### src/rtl/spwm_deadtime_modulator.sv
// Regular-sampled SPWM comparator with dead-time insertion for one half-bridge leg.
// The reference is latched at carrier extrema, compared against the delayed
// carrier, and the raw PWM is turned into a complementary gate pair that never
// overlaps and always leaves DEAD_CYCLES of both-off time between conductions.
module spwm_deadtime_modulator #(
  parameter int MAX_A       = 128,
  parameter int DEAD_CYCLES = 8,
  parameter int SAMPLE_MODE = 0
) (
  input  logic                     clk,
  input  logic                     reset,
  input  logic                     enable,
  input  logic [$clog2(MAX_A)-1:0] carrier,
  input  logic [$clog2(MAX_A)-1:0] reference,
  output logic                     pwm_raw,
  output logic                     gate_hi,
  output logic                     gate_lo,
  output logic                     sample_strobe
);

  localparam int AW = $clog2(MAX_A);
  localparam int DW = (DEAD_CYCLES > 1) ? $clog2(DEAD_CYCLES) : 1;
  localparam logic [DW-1:0] DT_LOAD = DW'(DEAD_CYCLES - 1);
  localparam bit SAMPLE_PEAKS = (SAMPLE_MODE == 1);

  typedef enum logic {
    UP,
    DOWN
  } dir_t;

  typedef enum logic [2:0] {
    OFF,
    DT_HI,
    HI_ON,
    DT_LO,
    LO_ON
  } state_t;

  logic [AW-1:0] carrier_q;
  logic [AW-1:0] carrier_prev;
  logic [AW-1:0] ref_held;
  dir_t          dir;
  logic          valley;
  logic          peak;
  logic          take_sample;

  state_t        state;
  state_t        state_next;
  logic [DW-1:0] dt_cnt;
  logic [DW-1:0] dt_next;

  // Turnaround detection; a held (equal) carrier value is neither rising nor falling.
  always_comb begin
    valley      = (dir == DOWN) && (carrier_q > carrier_prev);
    peak        = (dir == UP) && (carrier_q < carrier_prev);
    take_sample = valley || (SAMPLE_PEAKS && peak);
  end

  // Carrier pipeline, direction tracking, reference latch and raw comparison.
  always_ff @(posedge clk) begin
    if (reset) begin
      carrier_q     <= '0;
      carrier_prev  <= '0;
      ref_held      <= '0;
      dir           <= UP;
      sample_strobe <= 1'b0;
      pwm_raw       <= 1'b0;
    end else begin
      carrier_q     <= carrier;
      carrier_prev  <= carrier_q;
      if (valley) begin
        dir <= UP;
      end else if (peak) begin
        dir <= DOWN;
      end
      if (take_sample) begin
        ref_held <= reference;
      end
      sample_strobe <= take_sample;
      pwm_raw       <= (ref_held > carrier_q);
    end
  end

  // Dead-time sequencing; a request that flips back during a dead interval
  // returns straight to the side that was never switched on.
  always_comb begin
    state_next = state;
    dt_next    = dt_cnt;
    if (!enable) begin
      state_next = OFF;
    end else begin
      case (state)
        OFF: begin
          state_next = pwm_raw ? DT_HI : DT_LO;
          dt_next    = DT_LOAD;
        end
        DT_HI: begin
          if (!pwm_raw) begin
            state_next = LO_ON;
          end else if (dt_cnt == '0) begin
            state_next = HI_ON;
          end else begin
            dt_next = dt_cnt - DW'(1);
          end
        end
        DT_LO: begin
          if (pwm_raw) begin
            state_next = HI_ON;
          end else if (dt_cnt == '0) begin
            state_next = LO_ON;
          end else begin
            dt_next = dt_cnt - DW'(1);
          end
        end
        HI_ON: begin
          if (!pwm_raw) begin
            state_next = DT_LO;
            dt_next    = DT_LOAD;
          end
        end
        LO_ON: begin
          if (pwm_raw) begin
            state_next = DT_HI;
            dt_next    = DT_LOAD;
          end
        end
        default: begin
          state_next = OFF;
        end
      endcase
    end
  end

  // State register with gates decoded from the next state so they switch on the same edge.
  always_ff @(posedge clk) begin
    if (reset) begin
      state   <= OFF;
      dt_cnt  <= '0;
      gate_hi <= 1'b0;
      gate_lo <= 1'b0;
    end else begin
      state   <= state_next;
      dt_cnt  <= dt_next;
      gate_hi <= (state_next == HI_ON);
      gate_lo <= (state_next == LO_ON);
    end
  end

endmodule

### config.mk
export PLATFORM = sky130hd
export DESIGN_NAME = spwm_deadtime_modulator
export DESIGN_NICKNAME = d
export VERILOG_FILES = /design/src/rtl/spwm_deadtime_modulator.sv
export SDC_FILE = /design/constraint.sdc
export NUM_CORES = 1
export LEC_CHECK = 0
export ABC_AREA = 1
export BUFFER_PORTS_ARGS = -buffer_cell sky130_fd_sc_hd__buf_2
export CORE_MARGIN = 2
export CORE_UTILIZATION = 60
export DETAILED_ROUTE_END_ITERATION = 6
export PLACE_DENSITY = 0.93
export SLEW_MARGIN = 20
export SYNTH_ARGS = -nofsm -noshare
export SYNTH_HDL_FRONTEND = slang
export SYNTH_SLANG_ARGS = --single-unit
### constraint.sdc
create_clock -name clk -period 4.07 [get_ports clk]
set_input_delay 0.2035 -clock clk [delete_from_list [all_inputs] [get_ports clk]]
set_output_delay 0.2035 -clock clk [all_outputs]
set_load 0.02 [all_outputs]
==> run summary, run 1 <==
CP endpoint kind: flop
Critical path's largest stage delay: 360 ps
CP required: 4300 ps
Layout area overhead: 12.39%
Hold endpoint: carrier_q[6]$_SDFF_PP0_
Reg-to-reg startpoint: carrier_prev[6]$_SDFF_PP0_
TritonCTS Buffers: 5
Detail Route Antenna Nets: 0
Synth Cell Area: 1545 um2
CTS Hold Bufs: 0
CP Cell Sequence: inv_1 > ha_1 > nand2_1 > nor2_1 > a21boi_2 > nand2_4 > nand3_1 > nand2_1
Longest Clk Path Bufs: 2
First-pass GRT wire length: 4.761 mm
Vias in the first global route: 1,170
Hold crit path type: in -> reg
CP max-delay cell: a21boi_2
Final Hold Viols: 0
FP Rows: 18
Nets: 261
Initial antenna violation count: 0
Synth area leader: dfxtp_1
Total power divided by cell area: 418.4 nW/um2
Final Slew Violations: 0
P_leak: 0.9155 nW
Total GRT Usage: 22.52%
Die Area: 2998 um2
Post-CTS setup buffer count: 0
Hold Crit Depth: 3
Post-synth EDFFs: 0
Worst relative slew slack: 69.71%
Final Cycle Share: 38.65%
Worst reg-to-reg setup slack: 2500 ps
Initial Util: 62.95%
Initial DRT Pass Iterations: 4
Yosys warning total: 0
Synth top area share: 41.46%
Final WL: 2.689 mm
Worst EP arrival: 1810 ps
Clk sink count: 32
Die H: 54.75 um
Layout fillers: 204
Post-DR vias/cell: 4.969
Worst Setup Slack, final: 2497 ps
Max rail drop VDD: 386.1 uV
Worst setup path category: reg -> reg
Max Cap Viol: 0
Worst R2R Path Depth: 8
Largest net degree at the start of global routing: 21
Dpl hpwl: 2.032 mm
CP Max Fanout: 9
Worst flop-to-flop path endpoint: ref_held[5]$_SDFFE_PP0P_
Max Fclk: 0.6357 GHz
RSZ-0062 raised after global routing: no
Clock skew: 14.33 ps
Syn_nets: 237
DR iter-0 viols: 34
Clk Latency, worst-skew pair: 340 ps
Async SR Flop Fraction: 0%
Final min period: 1573 ps
# setup viols final: 0
Vias: 1,287
Share of the yosys chip area belonging to registers: 41.46%
Area occupied by multi-input gates: 750.7 um2
Most frequent cell after synthesis: nand2_1
Post-synthesis cell count: 204
Hold path start: carrier[6]
PortBufs: 20
Worst Max-Slew Pin Slew: 451.6 ps
Core ar.: 2455 um2
Clk slew on worst S/H paths: 100 ps
Element type at the critical path start: flop
Cts repair resizes: 0
Total negative setup slack: 0 ps
I/O pins: 21
Yosys cell types: 25
CTS tree: yes
Number of inserted diodes: 0
Final Util: 70.74%
WHS: 62.29 ps
Gpl congestion: 0.7593
Synth Flop Type: dfxtp_1
Reg area: 640.6 um2
Crit-path most repeated cell: nand2_1
Root buffer cell: clkbuf_4
Flop and latch count out of synthesis: 32
DRC viols: 0
DR WL/cell: 10.38 um
Die width: 54.75 um
Grt total ovfl: 0
Htree depth: 2
Post-synth top cells: nand2_1, nor2_1, dfxtp_1, inv_1, ha_1
Pre-CTS setup slack: 2524 ps
Synth Area per Inst: 7.575 um2
Ranking of synthesized cells by area: dfxtp_1, ha_1, nand2_1
Status: finished clean
Share of layout cells above drive strength 1: 16.59%
## flip-flops by register name, indices dropped and copies added (netlist names)
register       cells
carrier_prev       7
carrier_q          7
dir                1
dt_cnt             3
gate_hi            1
gate_lo            1
pwm_raw            1
ref_held           7
sample_strobe      1
state              3
## cell usage in the layout, fill, tap and decap left out, types with 2 or more instances in the layout
cell,n
nor2_2,3
inv_1,32
nand4_1,8
nand2_1,36
o21ai_0,5
inv_2,2
nand3_1,12
clkbuf_4,5
buf_2,20
dfxtp_1,32
ha_1,16
a21oi_1,7
nand2_2,4
o21ai_1,2
nor2_1,33
## where the power goes
group | switching [W] | total [W] | internal [W]
Clock | 0.000106 | 0.000234 | 0.000129
Combinational | 0.0000862 | 0.000140 | 0.0000536
Sequential | 0.0000159 | 0.000352 | 0.000337
## critical path: cells and delay by family, from the launching register on
family | cells | cell delay [ps]
compound gates | 1 | 360
flops | 1 | 320
fa+ha+maj | 1 | 280
simple gates | 5 | 480
buf+inv | 1 | 30
## final cells by class
class | count | area share, %
Clock buffer | 6 | 2.378
Inverter | 35 | 7.565
Sequential cell | 32 | 36.89
Tap cell | 30 | 2.161
Multi-Input combinational cell | 134 | 43.23
Clock inverter | 2 | 2.017
Timing Repair Buffer | 20 | 5.764
## kinds of logic (layout without fill, tap and decap cells)
group	Yosys count	after routing	synth area share (%)
compound gates	17	17	6.235
xor+xnor	2	2	1.134
buf+inv	38	63	9.959
simple gates	99	99	28.26
flops	32	32	41.46
fa+ha+maj	16	16	12.96
## per-stage QoR
stage | area [um2] | instances | total power [W]
after floorplan | 1545 | 204 | 0.0004646
after global placement | 1660 | 251 | 0.0004931
after detailed placement | 1660 | 251 | 0.0004985
after CTS | 1737 | 259 | 0.0007286
after global routing | 1737 | 259 | 0.0007729
final | 1737 | 259 | 0.0007266
## metal layers
layer,part of all wire [%],global-route usage [%]
met2,43,33.13
met1,49,28.86
met4,2.4,9.167
met5,0,0
met3,5.6,9.290
## how the worst max path moves through the flow
stage | from | end | slack, ps
after floorplan | carrier_prev[6]$_SDFF_PP0_ | ref_held[0]$_SDFFE_PP0P_ | 2690
after global placement | carrier_q[6]$_SDFF_PP0_ | ref_held[2]$_SDFFE_PP0P_ | 2570
after detailed placement | carrier_prev[6]$_SDFF_PP0_ | ref_held[5]$_SDFFE_PP0P_ | 2520
after CTS | carrier_prev[6]$_SDFF_PP0_ | ref_held[5]$_SDFFE_PP0P_ | 2520
after global routing | carrier_prev[6]$_SDFF_PP0_ | ref_held[0]$_SDFFE_PP0P_ | 2360
final | carrier_prev[6]$_SDFF_PP0_ | ref_held[5]$_SDFFE_PP0P_ | 2500
(Power assumes the default switching activity.)
==> run 2, diff against run 1 <==
--- a/config.mk
+++ b/config.mk
@@ -5,12 +5,12 @@
 export SDC_FILE = /design/constraint.sdc
 export NUM_CORES = 1
 export LEC_CHECK = 0
-export ABC_AREA = 1
+export ABC_AREA = 0
 export BUFFER_PORTS_ARGS = -buffer_cell sky130_fd_sc_hd__buf_2
 export CORE_MARGIN = 2
-export CORE_UTILIZATION = 60
+export CORE_UTILIZATION = 50
 export DETAILED_ROUTE_END_ITERATION = 6
-export PLACE_DENSITY = 0.93
+export PLACE_DENSITY = 0.84
 export SLEW_MARGIN = 20
 export SYNTH_ARGS = -nofsm -noshare
 export SYNTH_HDL_FRONTEND = slang
==> constraint.sdc (replaced) <==
create_clock -name clk -period 1.28 [get_ports clk]
set_input_delay 0.064 -clock clk [delete_from_list [all_inputs] [get_ports clk]]
set_output_delay 0.064 -clock clk [all_outputs]
set_load 0.02 [all_outputs]
==> run 2 against run 1 <==
Net effect:
- the flow now finishes with violations (setup timing)
- core utilization up 5.8 points
- first-iteration DRC count is 38% higher
- critical path depth shrank 1
- sequential share of layout area decreased by 7.5 points
- worst setup slack worse by 2800 ps
==> run summary, run 2 <==
Status: complete, but fails checks (was finished clean)
Failing checks: setup timing
Most frequent cells in the layout: buf_2, dfxtp_1, buf_4 (was nand2_1, nor2_1, inv_1, dfxtp_1, buf_2)
Share of layout cells above drive strength 1: 49.54% (was 16.59%)
CP max-delay cell: dfxtp_2 (was a21boi_2)
Synth Area per Inst: 9.739 um2 (was 7.575 um2)
Hold crit path type: in -> reg (unchanged)
Final Slew Violations: 0 (unchanged)
Share of the yosys chip area belonging to registers: 41.90% (was 41.46%)
Gpl congestion: 0.7954 (was 0.7593)
RSZ-0062 raised after global routing: yes (was no)
Post-Synth Adder-Cell Area: 13.09% (was 12.96%)
FP Rows: 20 (was 18)
Simple-gate share of the synthesized area: 20.95% (was 28.26%)
Critical path's largest stage delay: 340 ps (was 360 ps)
CP Max Fanout: 9 (unchanged)
P_leak: 0.9369 nW (was 0.9155 nW)
Pre-CTS setup slack: -321.0 ps (was 2524 ps)
Number of inserted diodes: 0 (unchanged)
Ranking of synthesized cells by area: dfxtp_1, ha_1, nand2b_1 (was dfxtp_1, ha_1, nand2_1)
Max Fclk: 0.6379 GHz (was 0.6357 GHz)
Nets: 248 (was 261)
CP Buf/Inv Count: 2 (was 1)
Dpl hpwl: 2.266 mm (was 2.032 mm)
Root buffer cell: clkbuf_4 (unchanged)
CP endpoint kind: flop (unchanged)
I/O pins: 21 (unchanged)
Element type at the critical path start: flop (unchanged)
Initial DRT Pass Iterations: 4 (unchanged)
Clk slew on worst S/H paths: 100 ps (about the same)
Core ar.: 2978 um2 (was 2455 um2)
TritonCTS Buffers: 5 (unchanged)
Htree depth: 2 (unchanged)
Regs by FF count: carrier_prev x7, carrier_q x7, ref_held x7 (unchanged)
Largest family of logic cells by synthesized area: simple AND/OR/NAND/NOR gates (unchanged)
Post-DR vias/cell: 5.357 (was 4.969)
Layout area overhead: 49.02% (was 12.39%)
CTS tree: yes (unchanged)
Synth top area share: 41.90% (was 41.46%)
Max Cap Viol: 0 (unchanged)
Post-synthesis cell count: 157 (was 204)
Yosys cell types: 36 (was 25)
DRC viols: 0 (unchanged)
Final Util: 76.51% (was 70.74%)
Final min period: 1568 ps (was 1573 ps)
Max rail drop VDD: 608.1 uV (was 386.1 uV)
Detail Route Antenna Nets: 0 (unchanged)
Clock skew: 9.163 ps (was 14.33 ps)
Xor and xnor fraction of the mapped netlist area: 0.5728% (was 1.134%)
CP required: 1520 ps (was 4300 ps)
Total power: 0.002541 W (was 0.0007266 W)
Post-synth EDFFs: 0 (unchanged)
Async SR Flop Fraction: 0% (unchanged)
# setup viols final: 17 (was 0)
Yosys warning total: 0 (unchanged)
Worst Setup Slack, final: -287.7 ps (was 2497 ps)
Post-synth top cells: dfxtp_1, inv_1, ha_1, nand2b_1, nor2b_1 (was nand2_1, nor2_1, dfxtp_1, inv_1, ha_1)
Longest Clk Path Bufs: 2 (unchanged)
Most frequent cell after synthesis: dfxtp_1 (was nand2_1)
Final Cycle Share: 122.5% (was 38.65%)
Grt total ovfl: 0 (unchanged)
Post-synthesis compound-gate area fraction: 12.44% (was 6.235%)
Die Area: 3516 um2 (was 2998 um2)
PortBufs: 20 (unchanged)
Synth Cell Area: 1529 um2 (was 1545 um2)
Total power divided by cell area: 1115 nW/um2 (was 418.4 nW/um2)
Commonest non-fill, non-tap cell in the layout: buf_2 (was nand2_1)
Worst relative slew slack: 66.84% (was 69.71%)
Worst Max-Slew Pin Slew: 496.4 ps (was 451.6 ps)
Worst EP arrival: 1810 ps (about the same)
Worst setup path category: reg -> reg (unchanged)
CP Cell Sequence: inv_2 > ha_4 > nand4_1 > a21o_1 > a21oi_4 > buf_12 > nor2b_2 (was inv_1 > ha_1 > nand2_1 > nor2_1 > a21boi_2 > nand2_4 > nand3_1 > nand2_1)
DR WL/cell: 15.39 um (was 10.38 um)
Initial Util: 51.34% (was 62.95%)
Synth Flop Type: dfxtp_1 (unchanged)
Mux share of post-synthesis cell area: 4.583% (was 0%)
Syn_nets: 190 (was 237)
Vias: 1,334 (was 1,287)
First-pass GRT wire length: 5.885 mm (was 4.761 mm)
Die width: 59.30 um (was 54.75 um)
Final Hold Viols: 0 (unchanged)
Total GRT Usage: 22.52% (about the same)
Largest net degree at the start of global routing: 35 (was 21)
Top delay family on crit path: compound AO/OA/AOI/OAI gates (was simple AND/OR/NAND/NOR gates)
Synth area leader: dfxtp_1 (unchanged)
Clk sink count: 32 (unchanged)
DR iter-0 viols: 47 (was 34)
Clk Latency, worst-skew pair: 320 ps (was 340 ps)
Initial antenna violation count: 0 (unchanged)
Die H: 59.30 um (was 54.75 um)
Flop and latch count out of synthesis: 32 (unchanged)
Vias in the first global route: 1,321 (was 1,170)
Final WL: 3.832 mm (was 2.689 mm)
==> run 2: final timing paths <==
kind / cells after the start / end / slack [ps] / from
worst min register to register: 2 / carrier_prev[0]$_SDFF_PP0_ / 470 / carrier_q[0]$_SDFF_PP0_
worst min-delay path: 3 / ref_held[1]$_SDFFE_PP0P_ / 10 / reference[1]
worst max register to register: 7 / sample_strobe$_SDFF_PP0_ / -290 / carrier_prev[4]$_SDFF_PP0_
worst max-delay path: 7 / sample_strobe$_SDFF_PP0_ / -290 / carrier_prev[4]$_SDFF_PP0_
==> run 2: per-layer routing <==
metal / global-route usage (%) / vias to the layer above / routed length, um
met5: 0 / - / 0
met3: 6.114 / 13 / 88
li1: - / 649 / -
met4: 8.442 / 0 / 85
met2: 40.50 / 30 / 2171
met1: 25.00 / 642 / 1487
==> run 2: kinds of logic (layout without fill, tap and decap cells) <==
| family | Yosys count | count (layout) |
|---|---|---|
| compound gates | 25 | 25 |
| xor+xnor | 1 | 1 |
| fa+ha+maj | 16 | 16 |
| buf+inv | 23 | 82 |
| flops | 32 | 32 |
| mux | 7 | 7 |
| simple gates | 53 | 53 |
==> run 2: area by class of cell <==
type | instances | area (um2)
Clock buffer | 8 | 58.81
Fill cell | 173 | 699.4
Sequential cell | 32 | 670.6
Inverter | 19 | 73.82
Multi-Input combinational cell | 102 | 1007
Tap cell | 33 | 41.29
Timing Repair Buffer | 55 | 426.7
==> run 2: where the power goes <==
part / total (W) / switching [W] / internal, W
clock network: 0.000596 / 0.000325 / 0.000271
logic: 0.000804 / 0.000359 / 0.000445
registers: 0.00114 / 0.0000673 / 0.00107
==> run 2: repair_timing <==
action / in CTS / in global routing
hold buffers: 12 / 1
pin swaps: 14 / 9
setup buffers: 7 / 6
gates cloned: 0 / 0
hold endpoints to repair: 12 / 1
resized for setup: 34 / 26
setup endpoints to repair: 15 / 17
==> run 2: per-stage QoR <==
stage / hold WS (ps) / TNS (ps) / area (um2) / instances
floorplan: 192.2 / -1497 / 1584 / 157
global placement: 271.7 / -2337 / 1773 / 216
detailed placement: 278.2 / -3159 / 1773 / 216
CTS: 1.375 / -1900 / 2133 / 243
global route: 27.98 / -4080 / 2278 / 249
finish: 11.80 / -3187 / 2278 / 249
==> run 2: tightest hold or removal path, delay by kind of cell <==
family | cells | cell delay [ps]
buf+inv | 1 | 90
mux | 1 | 70
simple gates | 1 | 60
==> run 3, diff against run 2 <==
--- a/config.mk
+++ b/config.mk
@@ -8,9 +8,10 @@
 export ABC_AREA = 0
 export BUFFER_PORTS_ARGS = -buffer_cell sky130_fd_sc_hd__buf_2
 export CORE_MARGIN = 2
-export CORE_UTILIZATION = 50
+export CORE_UTILIZATION = 53
+export CTS_BUF_LIST = sky130_fd_sc_hd__clkbuf_4
 export DETAILED_ROUTE_END_ITERATION = 6
-export PLACE_DENSITY = 0.84
+export PLACE_DENSITY = 0.87
 export SLEW_MARGIN = 20
 export SYNTH_ARGS = -nofsm -noshare
 export SYNTH_HDL_FRONTEND = slang
==> run 3 against run 2 <==
Net effect:
- the flow still finishes with violations (setup timing)
- routed wire length grew 28%
- register-to-register slack lost 130 ps
- die area shrank 5.3%
- core utilization grew 8.1 points
- clock-buffer cell count shrank 1
- via count grew 7.8%
- total power grew 3.7%
==> run summary, run 3 (synthesized netlist as in run 2, its figures left out) <==
Vias in the first global route: 1,433 (was 1,321)
Worst EP arrival: 1960 ps (was 1810 ps)
Final Cycle Share: 132.4% (was 122.5%)
Hold path start: reference[2] (was reference[1])
Max Fclk: 0.5899 GHz (was 0.6379 GHz)
Die Area: 3330 um2 (was 3516 um2)
Core ar.: 2758 um2 (was 2978 um2)
WHS: 30.37 ps (was 11.80 ps)
CP Cell Sequence: inv_1 > ha_1 > nand4_1 > o21ai_1 > buf_4 > a21oi_4 > clkbuf_16 > mux2i_1 (was inv_2 > ha_4 > nand4_1 > a21o_1 > a21oi_4 > buf_12 > nor2b_2)
Worst relative slew slack: 72.10% (was 66.84%)
Detail Route Antenna Nets: 0 (unchanged)
CP max-delay cell: dfxtp_2 (unchanged)
First-pass GRT wire length: 6.686 mm (was 5.885 mm)
Worst Max-Slew Pin Slew: 417.7 ps (was 496.4 ps)
Final min period: 1695 ps (was 1568 ps)
Worst setup path category: reg -> reg (unchanged)
CP endpoint kind: flop (unchanged)
Worst R2R Path Depth: 8 (was 7)
RSZ-0062 raised after global routing: yes (unchanged)
Clk Latency, worst-skew pair: 340 ps (was 320 ps)
Layout area overhead: 52.62% (was 49.02%)
DR WL/cell: 19.65 um (was 15.39 um)
Initial DRT Pass Iterations: 4 (unchanged)
Hold crit path type: in -> reg (unchanged)
Switching Share: 32.07% (was 29.54%)
Worst reg-to-reg setup slack: -420 ps (was -290 ps)
Total GRT Usage: 26.69% (was 22.52%)
Reg-to-reg startpoint: carrier_prev[3]$_SDFF_PP0_ (was carrier_prev[4]$_SDFF_PP0_)
CP required: 1550 ps (was 1520 ps)
Max rail drop VDD: 1300 uV (was 608.1 uV)
Nets: 251 (was 248)
Number of inserted diodes: 0 (unchanged)
Die width: 57.71 um (was 59.30 um)
Htree depth: 2 (unchanged)
Total negative setup slack: -4119 ps (was -3187 ps)
Grt total ovfl: 0 (unchanged)
Reg power frac: 43.6% (was 44.9%)
Die H: 57.71 um (was 59.30 um)
I/O pins: 21 (unchanged)
TritonCTS Buffers: 5 (unchanged)
Initial Util: 55.44% (was 51.34%)
Clock skew: 14.61 ps (was 9.163 ps)
FP Rows: 19 (was 20)
Gpl congestion: 0.7693 (was 0.7954)
DR iter-0 viols: 39 (was 47)
Switching Power: 0.0008449 W (was 0.0007506 W)
CTS tree: yes (unchanged)
Vias: 1,438 (was 1,334)
Post-DR vias/cell: 5.752 (was 5.357)
Comb power frac: 33.2% (was 31.6%)
Status: complete, but fails checks (unchanged)
Clk slew on worst S/H paths: 110 ps (was 100 ps)
Final Hold Viols: 0 (unchanged)
Most frequent cells in the layout: dfxtp_1, buf_2, buf_4 (was buf_2, dfxtp_1, buf_4)
Failing checks: setup timing (unchanged)
Pre-CTS setup slack: -280.7 ps (was -321.0 ps)
Hold endpoint: ref_held[2]$_SDFFE_PP0P_ (was ref_held[1]$_SDFFE_PP0P_)
P_leak: 0.9629 nW (was 0.9369 nW)
Total power divided by cell area: 1129 nW/um2 (was 1115 nW/um2)
Clk sink count: 32 (unchanged)
Largest net degree at the start of global routing: 35 (unchanged)
CP Max Fanout: 4 (was 9)
Longest Clk Path Bufs: 2 (unchanged)
Dpl hpwl: 2.358 mm (was 2.266 mm)
Initial antenna violation count: 0 (unchanged)
Element type at the critical path start: flop (unchanged)
Root buffer cell: clkbuf_4 (unchanged)
PortBufs: 20 (unchanged)
Max Cap Viol: 0 (unchanged)
Worst flop-to-flop path endpoint: ref_held[0]$_SDFFE_PP0P_ (was sample_strobe$_SDFF_PP0_)
DRC viols: 0 (unchanged)
Critical path's largest stage delay: 350 ps (was 340 ps)
Final WL: 4.912 mm (was 3.832 mm)
Regs by FF count: carrier_prev x7, carrier_q x7, ref_held x7 (unchanged)
# setup viols final: 16 (was 17)
Share of layout cells above drive strength 1: 48.86% (was 49.54%)
Worst Setup Slack, final: -415.3 ps (was -287.7 ps)
Final Slew Violations: 0 (unchanged)
Internal Power: 0.001790 W (was 0.001791 W)
Clock power frac: 23.2% (was 23.4%)
Layout fillers: 131 (was 173)
Final Util: 84.62% (was 76.51%)
Hold Crit Depth: 3 (unchanged)
==> run 3: through the flow <==
stage	instances	instance area, um2	total power [W]
after floorplan	157	1584	0.001502
after global placement	218	1813	0.001660
after detailed placement	218	1813	0.001701
after CTS	245	2192	0.002409
after global routing	250	2333	0.002722
final	250	2333	0.002634
==> run 3: area by class of cell <==
type / instances / area, um2 / share of cell area (%)
clock buffers: 7 / 52.55 / 2.252
clock inverters: 1 / 3.754 / 0.1609
well taps: 31 / 38.79 / 1.662
flip-flops and latches: 32 / 660.6 / 28.31
inverters: 19 / 78.83 / 3.378
multi-input cells: 102 / 1028 / 44.08
repair buffers: 58 / 470.5 / 20.16
==> run 3: worst max path at each step <==
stage                                     from                       end  slack, ps
detailed placement  carrier_prev[4]$_SDFF_PP0_  ref_held[5]$_SDFFE_PP0P_       -280
global route        carrier_prev[4]$_SDFF_PP0_  ref_held[3]$_SDFFE_PP0P_       -450
CTS                 carrier_prev[3]$_SDFF_PP0_  ref_held[5]$_SDFFE_PP0P_       -280
finish              carrier_prev[3]$_SDFF_PP0_  ref_held[0]$_SDFFE_PP0P_       -420
global placement    carrier_prev[4]$_SDFF_PP0_  ref_held[4]$_SDFFE_PP0P_       -200
floorplan           carrier_prev[4]$_SDFF_PP0_  ref_held[0]$_SDFFE_PP0P_       -170
==> run 3: power by group through the flow <==
stage,clock network (W),registers [W],logic [W]
floorplan,0,0.00115,0.000351
global placement,0,0.00114,0.000522
detailed placement,0,0.00115,0.000555
CTS,0.000592,0.00114,0.000682
global route,0.000650,0.00115,0.000921
finish,0.000612,0.00115,0.000875
==> run 3: repair_timing <==
| item | CTS | global route |
|---|---|---|
| pin swaps | 10 | 12 |
| setup buffers | 6 | 4 |
| resized for setup | 39 | 21 |
| setup endpoints to repair | 16 | 17 |
| hold endpoints to repair | 13 | 0 |
| gates cloned | 0 | 1 |
| hold buffers | 13 | 0 |
==> run 3: per-layer routing <==
metal / GRT usage (%) / vias to the layer above / share of wire, %
met5: 0 / - / 0
met4: 9.967 / 0 / 3.9
met3: 6.027 / 20 / 4.6
met2: 45.62 / 62 / 50
met1: 32.81 / 701 / 42
li1: - / 655 / -
==> run 3: worst max-delay path: cells and delay by family, from the launching register on <==
family,cells,cell delay (ps)
DFF,1,350
adders and majority gates,1,280
AOI/OAI and AO/OA,2,290
and+or+nand+nor,1,120
buffers and inverters,3,380
muxes,1,200
